==> src/rtl/mem_port_arbiter_if.sv <==
// mem_port_arbiter_if
// Bundles the fetch (IF), load/store (LS) and RAM-side signals of the
// single-port memory arbiter.
//   slave  : the arbiter's view (requests and RAM read data in; grants,
//            responses and RAM controls out)
//   master : the requesters' / RAM's view (the mirror image)
// Signal names keep the _i/_o suffixes as seen from the arbiter.
interface mem_port_arbiter_if #(
  parameter int DATA_WIDTH = 64,
  parameter int INST_WIDTH = 32
);
  // Fetch requester
  logic                  if_req_i;
  logic [DATA_WIDTH-1:0] if_addr_i;
  logic                  if_flush_i;
  logic                  if_gnt_o;
  logic                  if_rvalid_o;
  logic [INST_WIDTH-1:0] if_inst_o;
  logic                  if_err_o;
  // Load/store requester
  logic                  ls_req_i;
  logic                  ls_we_i;
  logic [1:0]            ls_size_i;
  logic [DATA_WIDTH-1:0] ls_addr_i;
  logic [DATA_WIDTH-1:0] ls_wdata_i;
  logic                  ls_gnt_o;
  logic                  ls_rvalid_o;
  logic [DATA_WIDTH-1:0] ls_rdata_o;
  logic                  ls_err_o;
  // Single-port RAM
  logic                  mem_en_o;
  logic                  mem_we_o;
  logic [DATA_WIDTH-1:0] mem_addr_o;
  logic [7:0]            mem_be_o;
  logic [DATA_WIDTH-1:0] mem_wdata_o;
  logic [DATA_WIDTH-1:0] mem_rdata_i;

  modport slave (
    input  if_req_i, if_addr_i, if_flush_i,
    output if_gnt_o, if_rvalid_o, if_inst_o, if_err_o,
    input  ls_req_i, ls_we_i, ls_size_i, ls_addr_i, ls_wdata_i,
    output ls_gnt_o, ls_rvalid_o, ls_rdata_o, ls_err_o,
    output mem_en_o, mem_we_o, mem_addr_o, mem_be_o, mem_wdata_o,
    input  mem_rdata_i
  );

  modport master (
    output if_req_i, if_addr_i, if_flush_i,
    input  if_gnt_o, if_rvalid_o, if_inst_o, if_err_o,
    output ls_req_i, ls_we_i, ls_size_i, ls_addr_i, ls_wdata_i,
    input  ls_gnt_o, ls_rvalid_o, ls_rdata_o, ls_err_o,
    input  mem_en_o, mem_we_o, mem_addr_o, mem_be_o, mem_wdata_o,
    output mem_rdata_i
  );
endinterface

==> src/rtl/mem_port_arbiter.sv <==
// mem_port_arbiter
// Arbitrates one synchronous single-port RAM (1-cycle read latency) between
// instruction fetch (IF) and load/store (LS). One access per cycle, LS wins
// unless IF has been denied STARVE_LIMIT consecutive cycles. Grants and RAM
// controls are combinational; responses are presented one cycle after the
// grant from a registered owner/offset/size record.
// Ports:
//   clk_i  clock
//   rst_i  synchronous active-high reset (also suppresses grants/responses)
//   bus    mem_port_arbiter_if.slave: IF, LS and RAM signal groups
module mem_port_arbiter #(
  parameter int DATA_WIDTH   = 64,
  parameter int INST_WIDTH   = 32,
  parameter int STARVE_LIMIT = 4
) (
  input logic               clk_i,
  input logic               rst_i,
  mem_port_arbiter_if.slave bus
);

  localparam logic [3:0] LIMIT = 4'(STARVE_LIMIT);

  typedef enum logic [1:0] {
    IDLE    = 2'd0,
    IF_RESP = 2'd1,
    LS_RESP = 2'd2
  } state_e;

  function automatic logic ls_misaligned(input logic [2:0] a, input logic [1:0] size);
    logic mis;
    case (size)
      2'd0:    mis = 1'b0;
      2'd1:    mis = a[0];
      2'd2:    mis = |a[1:0];
      default: mis = |a;
    endcase
    return mis;
  endfunction

  function automatic logic [7:0] ls_byte_en(input logic [2:0] a, input logic [1:0] size);
    logic [7:0] base;
    case (size)
      2'd0:    base = 8'h01;
      2'd1:    base = 8'h03;
      2'd2:    base = 8'h0F;
      default: base = 8'hFF;
    endcase
    return base << a;
  endfunction

  function automatic logic [DATA_WIDTH-1:0] size_mask(input logic [1:0] size);
    logic [DATA_WIDTH-1:0] m;
    m = '0;
    case (size)
      2'd0:    m[7:0]  = '1;
      2'd1:    m[15:0] = '1;
      2'd2:    m[31:0] = '1;
      default: m       = '1;
    endcase
    return m;
  endfunction

  state_e      state_q, state_d;
  logic [3:0]  cnt_q, cnt_d;
  logic [2:0]  off_q, off_d;
  logic [1:0]  size_q, size_d;
  logic        err_q, err_d;
  logic        we_q, we_d;
  logic        flush_q, flush_d;

  logic                  if_mis, ls_mis, starve;
  logic                  gnt_if, gnt_ls;
  logic                  mem_en, mem_we;
  logic [DATA_WIDTH-1:0] mem_addr, mem_wdata;
  logic [7:0]            mem_be;

  // Arbitration, RAM request and next-state record
  always_comb begin
    if_mis    = |bus.if_addr_i[1:0];
    ls_mis    = ls_misaligned(bus.ls_addr_i[2:0], bus.ls_size_i);
    starve    = (cnt_q == LIMIT) & bus.if_req_i;
    gnt_if    = !rst_i & bus.if_req_i & (!bus.ls_req_i | starve);
    gnt_ls    = !rst_i & bus.ls_req_i & !gnt_if;

    mem_en    = 1'b0;
    mem_we    = 1'b0;
    mem_addr  = '0;
    mem_be    = '0;
    mem_wdata = '0;

    state_d   = IDLE;
    off_d     = '0;
    size_d    = '0;
    err_d     = 1'b0;
    we_d      = 1'b0;
    flush_d   = 1'b0;

    // A misaligned request is still granted so the requester can move on;
    // it just never reaches the RAM and returns an error response.
    if (gnt_if) begin
      state_d = IF_RESP;
      off_d   = bus.if_addr_i[2:0];
      size_d  = 2'd2;
      err_d   = if_mis;
      flush_d = bus.if_flush_i;
      if (!if_mis) begin
        mem_en   = 1'b1;
        mem_addr = {bus.if_addr_i[DATA_WIDTH-1:3], 3'b000};
        mem_be   = 8'h0F << bus.if_addr_i[2:0];
      end
    end else if (gnt_ls) begin
      state_d = LS_RESP;
      off_d   = bus.ls_addr_i[2:0];
      size_d  = bus.ls_size_i;
      err_d   = ls_mis;
      we_d    = bus.ls_we_i;
      if (!ls_mis) begin
        mem_en    = 1'b1;
        mem_we    = bus.ls_we_i;
        mem_addr  = {bus.ls_addr_i[DATA_WIDTH-1:3], 3'b000};
        mem_be    = ls_byte_en(bus.ls_addr_i[2:0], bus.ls_size_i);
        mem_wdata = bus.ls_wdata_i << {bus.ls_addr_i[2:0], 3'b000};
      end
    end

    // Counts consecutive cycles IF waits; forced win once it hits LIMIT.
    if (!bus.if_req_i || gnt_if) begin
      cnt_d = '0;
    end else if (cnt_q < LIMIT) begin
      cnt_d = cnt_q + 4'd1;
    end else begin
      cnt_d = cnt_q;
    end
  end

  // Response record register
  always_ff @(posedge clk_i) begin
    if (rst_i) begin
      state_q <= IDLE;
      cnt_q   <= '0;
      off_q   <= '0;
      size_q  <= '0;
      err_q   <= 1'b0;
      we_q    <= 1'b0;
      flush_q <= 1'b0;
    end else begin
      state_q <= state_d;
      cnt_q   <= cnt_d;
      off_q   <= off_d;
      size_q  <= size_d;
      err_q   <= err_d;
      we_q    <= we_d;
      flush_q <= flush_d;
    end
  end

  logic                  if_rvalid, if_err, ls_rvalid, ls_err;
  logic [INST_WIDTH-1:0] if_inst;
  logic [DATA_WIDTH-1:0] ls_rdata;

  // Response stage: RAM read data arrives now, one cycle after the grant.
  // A response due while rst_i is high is dropped.
  always_comb begin
    if_rvalid = 1'b0;
    if_err    = 1'b0;
    if_inst   = '0;
    ls_rvalid = 1'b0;
    ls_err    = 1'b0;
    ls_rdata  = '0;
    if (!rst_i) begin
      case (state_q)
        IF_RESP: begin
          // Flush either at grant time or now kills the fetch.
          if (!flush_q && !bus.if_flush_i) begin
            if_rvalid = 1'b1;
            if_err    = err_q;
            if (!err_q) begin
              if_inst = off_q[2] ? bus.mem_rdata_i[2*INST_WIDTH-1:INST_WIDTH]
                                 : bus.mem_rdata_i[INST_WIDTH-1:0];
            end
          end
        end
        LS_RESP: begin
          ls_rvalid = 1'b1;
          ls_err    = err_q;
          if (!err_q && !we_q) begin
            ls_rdata = (bus.mem_rdata_i >> {off_q, 3'b000}) & size_mask(size_q);
          end
        end
        default: ;
      endcase
    end
  end

  assign bus.if_gnt_o    = gnt_if;
  assign bus.ls_gnt_o    = gnt_ls;
  assign bus.mem_en_o    = mem_en;
  assign bus.mem_we_o    = mem_we;
  assign bus.mem_addr_o  = mem_addr;
  assign bus.mem_be_o    = mem_be;
  assign bus.mem_wdata_o = mem_wdata;
  assign bus.if_rvalid_o = if_rvalid;
  assign bus.if_err_o    = if_err;
  assign bus.if_inst_o   = if_inst;
  assign bus.ls_rvalid_o = ls_rvalid;
  assign bus.ls_err_o    = ls_err;
  assign bus.ls_rdata_o  = ls_rdata;

endmodule

==> src/flat_wrapper.sv <==
// flat-port wrapper written by rule: the top's interface ports become plain ports
module mem_port_arbiter_flat 
#(
  parameter int DATA_WIDTH   = 64,
  parameter int INST_WIDTH   = 32,
  parameter int STARVE_LIMIT = 4
)
  (clk_i, rst_i, bus_if_req_i, bus_if_addr_i, bus_if_flush_i, bus_if_gnt_o, bus_if_rvalid_o, bus_if_inst_o, bus_if_err_o, bus_ls_req_i, bus_ls_we_i, bus_ls_size_i, bus_ls_addr_i, bus_ls_wdata_i, bus_ls_gnt_o, bus_ls_rvalid_o, bus_ls_rdata_o, bus_ls_err_o, bus_mem_en_o, bus_mem_we_o, bus_mem_addr_o, bus_mem_be_o, bus_mem_wdata_o, bus_mem_rdata_i);
  mem_port_arbiter_if #(.DATA_WIDTH(DATA_WIDTH), .INST_WIDTH(INST_WIDTH)) bus_i ();
  input logic clk_i;
  input logic rst_i;
  input wire logic [$bits(bus_i.if_req_i)-1:0] bus_if_req_i;
  input wire logic [$bits(bus_i.if_addr_i)-1:0] bus_if_addr_i;
  input wire logic [$bits(bus_i.if_flush_i)-1:0] bus_if_flush_i;
  output wire logic [$bits(bus_i.if_gnt_o)-1:0] bus_if_gnt_o;
  output wire logic [$bits(bus_i.if_rvalid_o)-1:0] bus_if_rvalid_o;
  output wire logic [$bits(bus_i.if_inst_o)-1:0] bus_if_inst_o;
  output wire logic [$bits(bus_i.if_err_o)-1:0] bus_if_err_o;
  input wire logic [$bits(bus_i.ls_req_i)-1:0] bus_ls_req_i;
  input wire logic [$bits(bus_i.ls_we_i)-1:0] bus_ls_we_i;
  input wire logic [$bits(bus_i.ls_size_i)-1:0] bus_ls_size_i;
  input wire logic [$bits(bus_i.ls_addr_i)-1:0] bus_ls_addr_i;
  input wire logic [$bits(bus_i.ls_wdata_i)-1:0] bus_ls_wdata_i;
  output wire logic [$bits(bus_i.ls_gnt_o)-1:0] bus_ls_gnt_o;
  output wire logic [$bits(bus_i.ls_rvalid_o)-1:0] bus_ls_rvalid_o;
  output wire logic [$bits(bus_i.ls_rdata_o)-1:0] bus_ls_rdata_o;
  output wire logic [$bits(bus_i.ls_err_o)-1:0] bus_ls_err_o;
  output wire logic [$bits(bus_i.mem_en_o)-1:0] bus_mem_en_o;
  output wire logic [$bits(bus_i.mem_we_o)-1:0] bus_mem_we_o;
  output wire logic [$bits(bus_i.mem_addr_o)-1:0] bus_mem_addr_o;
  output wire logic [$bits(bus_i.mem_be_o)-1:0] bus_mem_be_o;
  output wire logic [$bits(bus_i.mem_wdata_o)-1:0] bus_mem_wdata_o;
  input wire logic [$bits(bus_i.mem_rdata_i)-1:0] bus_mem_rdata_i;
  assign bus_i.if_req_i = bus_if_req_i;
  assign bus_i.if_addr_i = bus_if_addr_i;
  assign bus_i.if_flush_i = bus_if_flush_i;
  assign bus_if_gnt_o = bus_i.if_gnt_o;
  assign bus_if_rvalid_o = bus_i.if_rvalid_o;
  assign bus_if_inst_o = bus_i.if_inst_o;
  assign bus_if_err_o = bus_i.if_err_o;
  assign bus_i.ls_req_i = bus_ls_req_i;
  assign bus_i.ls_we_i = bus_ls_we_i;
  assign bus_i.ls_size_i = bus_ls_size_i;
  assign bus_i.ls_addr_i = bus_ls_addr_i;
  assign bus_i.ls_wdata_i = bus_ls_wdata_i;
  assign bus_ls_gnt_o = bus_i.ls_gnt_o;
  assign bus_ls_rvalid_o = bus_i.ls_rvalid_o;
  assign bus_ls_rdata_o = bus_i.ls_rdata_o;
  assign bus_ls_err_o = bus_i.ls_err_o;
  assign bus_mem_en_o = bus_i.mem_en_o;
  assign bus_mem_we_o = bus_i.mem_we_o;
  assign bus_mem_addr_o = bus_i.mem_addr_o;
  assign bus_mem_be_o = bus_i.mem_be_o;
  assign bus_mem_wdata_o = bus_i.mem_wdata_o;
  assign bus_i.mem_rdata_i = bus_mem_rdata_i;
  mem_port_arbiter #(.DATA_WIDTH(DATA_WIDTH), .INST_WIDTH(INST_WIDTH), .STARVE_LIMIT(STARVE_LIMIT)) u_core (.clk_i(clk_i), .rst_i(rst_i), .bus(bus_i));
endmodule
==> config.mk <==
export PLATFORM = sky130hd
export DESIGN_NAME = mem_port_arbiter_flat
export DESIGN_NICKNAME = d
export VERILOG_FILES = /design/src/rtl/mem_port_arbiter_if.sv /design/src/rtl/mem_port_arbiter.sv /design/src/flat_wrapper.sv
export SDC_FILE = /design/constraint.sdc
export NUM_CORES = 1
export LEC_CHECK = 0
export BUFFER_PORTS_ARGS = -buffer_cell sky130_fd_sc_hd__buf_2
export CORE_AREA = 2 2 193 195
export DETAILED_ROUTE_END_ITERATION = 8
export DIE_AREA = 0 0 195 197
export PLACE_DENSITY = 0.46
export SLEW_MARGIN = 10
export SYNTH_ARGS = -nofsm -noshare
export SYNTH_HDL_FRONTEND = slang
export SYNTH_SLANG_ARGS = --single-unit
==> constraint.sdc <==
create_clock -name clk_i -period 3.45 [get_ports clk_i]
set_input_delay 0 -clock clk_i [delete_from_list [all_inputs] [get_ports clk_i]]
set_output_delay 0 -clock clk_i [all_outputs]
set_load 0.1 [all_outputs]
======== Yosys cells after proc, flatten, opt, wreduce, memory -nomap -nowiden ========
Index checks and enable logic that the tools add are counted.
W data, S select, Z words.
operators by class
  multiply operators ...................... 0
  div/mod/pow operators ................... 0
  $lt $le $gt $ge ......................... 1
  equal/unequal tests ..................... 7
  bitwise gates (word level) .............. 9
  muxes and demuxes ....................... 64
  reduce and logical (&&, ||, !) cells .... 22
  shift-type cells ........................ 4
  add/subtract/negate cells ............... 1
operators by type and width
  kind                   number
  $mux W64               10
  $mux W32               9
  $mux W8                14
  $and A64 B64 Y64       1
  $mux W16               4
  $shl A64 B6 Y64        1
  $shr A64 B6 Y64        1
  $pmux W8 S3            1
  $mux W1                20
  $reduce_or A2 Y1       6
  $reduce_or A3 Y1       3
  $logic_not A1 Y1       8
  $shl A4 B3 Y8 const A  1
  $shl A8 B3 Y8          1
  $eq A2 B1 Y1 const B   3
  $eq A2 B2 Y1 const B   3
  $mux W2                3
  $mux W3                2
  $and A1 B1 Y1          5
  $add A4 B1 Y4 const B  1
  $eq A4 B3 Y1 const B   1
  $logic_not A2 Y1       2
  $lt A4 B3 Y1 const B   1
  $pmux W1 S3            1
  4 further kinds        6
word-level totals
  memories kept ........................... 0
  RAM bits ................................ 0
  register bits after elaboration ......... 14
  bits of input ports ..................... 264
  memory bits (read-only) ................. 0
  output and inout bits ................... 240
  bits in latches ......................... 0
  logic and storage cells ................. 117

======== Logic depth before layout (Yosys ltp) ========
  depth after elaboration ................. 12
  gate-level depth with buffers ........... 7

======== Worst setup path before layout ========
OpenSTA, ideal clock, no wires.
  path kind ............................... flip-flop to output port
  start ................................... register u_core.state_q[0]
  end ..................................... output port bus_ls_rdata_o[56]
  stages on the path, launching flop included .. 5
  slack ................................... -2.041 ns
  buffers on the path ..................... 1
  data arrival time ....................... 5.491 ns
  path through ............................ dfxtp_1 nor3b_2 nand4_1 clkbuf_1 nor4b_1
on the way
  word-level cells in the longest chain between the ends .. 3
RTL lines
  item                      RTL line                 text
  start: declaration        mem_port_arbiter.sv:63   state_e state_q, state_d;
  start signal: assignment  mem_port_arbiter.sv:147  state_q <= state_d;
  $eq A2 B2 Y1              mem_port_arbiter.sv:171  case (state_q)
  $mux W64                  mem_port_arbiter.sv:171
  $mux W64                  mem_port_arbiter.sv:170  if (!rst_i) begin
  end: declaration          flat_wrapper.sv:26       output wire logic [$bits(bus_i.ls_rdata_o)-1:0] bus_ls_rdata_o;
No other way between the ends.

======== Final worst setup path ========
  start ................................... register u_core.cnt_q[0]
  end ..................................... output port bus_mem_addr_o[14]
on the way
  word-level cells in the longest chain between the ends .. 8
RTL lines
  item                      RTL line                 text
  start: declaration        mem_port_arbiter.sv:64   logic [3:0] cnt_q, cnt_d;
  start signal: assignment  mem_port_arbiter.sv:148  cnt_q <= cnt_d;
  $eq A4 B3 Y1 (*)          mem_port_arbiter.sv:81   starve = (cnt_q == LIMIT) & bus.if_req_i;
  $and A1 B1 Y1 (*)         mem_port_arbiter.sv:81
  $or A1 B1 Y1 (*)          mem_port_arbiter.sv:82   gnt_if = !rst_i & bus.if_req_i & (!bus.ls_req_i | starve);
  $and A1 B1 Y1 (*)         mem_port_arbiter.sv:82
  $logic_not A1 Y1          mem_port_arbiter.sv:83   gnt_ls = !rst_i & bus.ls_req_i & !gnt_if;
  $and A1 B1 Y1             mem_port_arbiter.sv:83
  $mux W64                  mem_port_arbiter.sv:111  end else if (gnt_ls) begin
  $mux W64 (*)              mem_port_arbiter.sv:100  if (gnt_if) begin
  end: declaration          flat_wrapper.sv:30       output wire logic [$bits(bus_i.mem_addr_o)-1:0] bus_mem_addr_o;
Every way passes the cells marked *; elsewhere a longest branch is shown, timed or not.

==> out/metrics.yaml <==
clock_network:
  cts_hold_buf: 0
  htreeDepth: 1
  cts_root_buf: "clkbuf_16"
  clockBufferDepth: 2
  postCtsSetupBuffers: 0
  cts.sinks: 14
  tritoncts: "built"
  clk_latency_ps: 240
  cts_resized: 0
  cts_buffers: 3
  path_clk_slew_ps: 40
sta:
  fin_worst_skew_ps: 2.36
  rsz0062_at_grt: "false"
  worst_slack_ps: 665
  finalSetupTns_ps: 0
  finalSetupViolCount: 0
  hold_viol: 0
  max_slew_margin_pct: 39.9
  drv_slew: 0
  post-route-period-util_pct: 80.7
  worst_slew_pin_slew_ps: 898
  layout_min_cycle_time_ps: 2790
  max_freq_ghz: 0.359
pwr:
  p_int_mw: 0.829
  powerDensity_mw_per_mm2: 195
  p_switching_mw: 0.998
  combPwrFrac_pct: 76.4
  switching_share_pct: 54.6
  leakage_nw: 4.59
  power_frac_seq_pct: 11.0
  vdd_drop_max_uv: 168
  power_frac_clock_pct: 12.7
detailed_routing:
  drt-initial-drc-count: 448
  wl_mm: 38.8
  ant_nets: 0
  vias_per_cell: 5.02
  drc: 0
  num_vias: 8171
  wl_per_cell_um: 23.8
  drt_pass1_iterations: 5
die:
  die_x_um: 195
  ios: 504
  start_util_pct: 17.0
  die_area_mm2: 0.0384
  fp-row-count: 70
  dieHeight_um: 197
  core_area_mm2: 0.0363
min_path:
  hold_class: "input pin to flop"
yosys:
  yosysSeqAreaShare_pct: 4.55
  synth_area_leader_cell: "mux4_2"
  ys_types: 50
  syn_area_per_cell_um2: 8.78
  synth_warnings: 0
  yosys-top-cells-area: "mux4_2, mux2i_1, a22o_2, nor2_1, dfxtp_1"
  synth_edf_count: 0
  synth_area_mm2: 0.00615
  synth_top_area_share_pct: 29.3
  synth_ff_type: "dfxtp_1"
  ys_ff_latch: 14
  synth_commonest_cells: "nor2_1, mux2i_1, mux4_2"
  async_flop_share_pct: 0
  yosys.cell_count.top_type: "nor2_1"
  synthCells: 701
global_route:
  grt_pass1_wl_mm: 55.3
  antenna_found_initial: 12
  grtUsageTotal_pct: 19.1
  grt_max_degree: 65
  grt_pass1_vias: 8090
  grt_overflow_total: 0
critical_path:
  critPathKind: "flop to primary output"
  worstPathArrival_ps: 2790
  end_kind: "primary output"
  slowest_stage: "buf_4"
  critPathBufInv: 3
  critPathMaxFanout: 64
  r2r_slack_ps: 1740
  cpPeakStageDelay_ps: 590
  start_kind: "flop"
  crit_chain: "inv_1 > ha_1 > nand3b_4 > a2111oi_4 > buf_4 > a22o_1 > buf_2"
  worst_ep_required_time_ps: 3450
  crit_family: "buffers and inverters"
layout:
  ff_latch_area_um2: 289
  final_util_pct: 25.8
  multi_input_area_mm2: 0.00561
  area_delta_synth_final_pct: 52.1
  drive_gt1_share_pct: 60.8
  fillCellCount: 4057
  nNetsFinal: 1421
place:
  dp_hpwl_mm: 32.3
  pre_cts_ws_ps: 950
  io_buffers: 500
  gp_congestion: 0.964
run_status:
  status: "complete, no violations"
flow_run:
  maxCapViolations: 0
==> path summary, 6_finish.rpt <==
path | depth (start not counted) | to | from
max | 7 | bus_mem_addr_o[14] | u_core.cnt_q[0]$_SDFFE_PP0N_
min | 2 | u_core.flush_q$_SDFF_PP0_ | bus_if_flush_i
max reg2reg | 6 | u_core.off_q[2]$_SDFF_PP0_ | u_core.cnt_q[0]$_SDFFE_PP0N_
min reg2reg | 2 | u_core.cnt_q[1]$_SDFFE_PP0N_ | u_core.cnt_q[1]$_SDFFE_PP0N_
==> final cells by class <==
type	count	area share, %
diodes	8	0.214
clock buffers	4	0.949
inverters	13	0.521
multi-input cells	597	59.9
flip-flops and latches	14	3.09
well taps	468	6.26
repair buffers	525	29.0
==> worst reg2reg max path: cells and delay by family, from the launching register on <==
family	cells	cell delay, ps
compound gates	2	530
fa+ha+maj	1	250
buf+inv	2	230
flops	1	360
simple gates	1	220
==> registers in the layout, summed over array words and instances (netlist names) <==
name	count
u_core.size_q	2
u_core.off_q	3
u_core.flush_q	1
u_core.err_q	1
u_core.state_q	2
u_core.we_q	1
u_core.cnt_q	4
==> cells in the final DEF (no fill, tap or decap), drive strengths merged, types with 2 or more instances in the layout <==
master and n:
a22o 64, a22oi 24, ha 3, o32ai 2, nand2b 26, conb 3, o2111ai 3, nand2 47
dfxtp 14, diode 8, and3 2, nor2 99, and2 12, o22ai 3, nor3b 11, nor3 11
mux2i 88, inv 13, a211o 2, a21o 2, buf 525, o21ai 7, clkbuf 4, nand4b 2
a2bb2oi 16, a21oi 32, a32o 2, nor2b 23, mux2 8, nand3 4, nor4b 8, o211ai 2
mux4 80
==> power by group through the flow <==
stage               Sequential (mW)  Combinational, mW  Clock (mW)
floorplan                     0.175              0.998           0
global placement              0.205               1.39           0
detailed placement            0.205               1.39           0
CTS                           0.202               1.39       0.238
global route                  0.204               1.46       0.249
finish                        0.200               1.39       0.231
==> metrics by stage <==
stage	total power, mW	area, um2	hold WS, ps	cells
2_1_floorplan	1.17	6330	119	703
3_3_place_gp	1.60	9250	245	1617
3_5_place_dp	1.60	9250	251	1617
4_1_cts	1.83	9340	6.10	1621
5_1_grt	1.91	9350	14.3	1627
6_report	1.83	9360	4.24	1629
==> layer usage <==
metal / track usage (%) / wire length (um)
met3: 4.36 / 3040
met5: 0 / 39
met2: 35.2 / 20200
met1: 21.3 / 14100
met4: 7.12 / 1380
==> cell families (layout without fill, tap and decap cells) <==
group | count (synthesis) | after routing | synth area share, %
compound gates | 163 | 163 | 21.6
xor+xnor | 1 | 1 | 0.142
fa+ha+maj | 3 | 3 | 0.610
buf+inv | 92 | 542 | 7.38
flops | 14 | 14 | 4.55
mux | 176 | 176 | 45.1
other cells | 1 | 11 | 0.0609
simple gates | 251 | 251 | 20.6
Note: power is estimated with default switching activity, not from simulation.
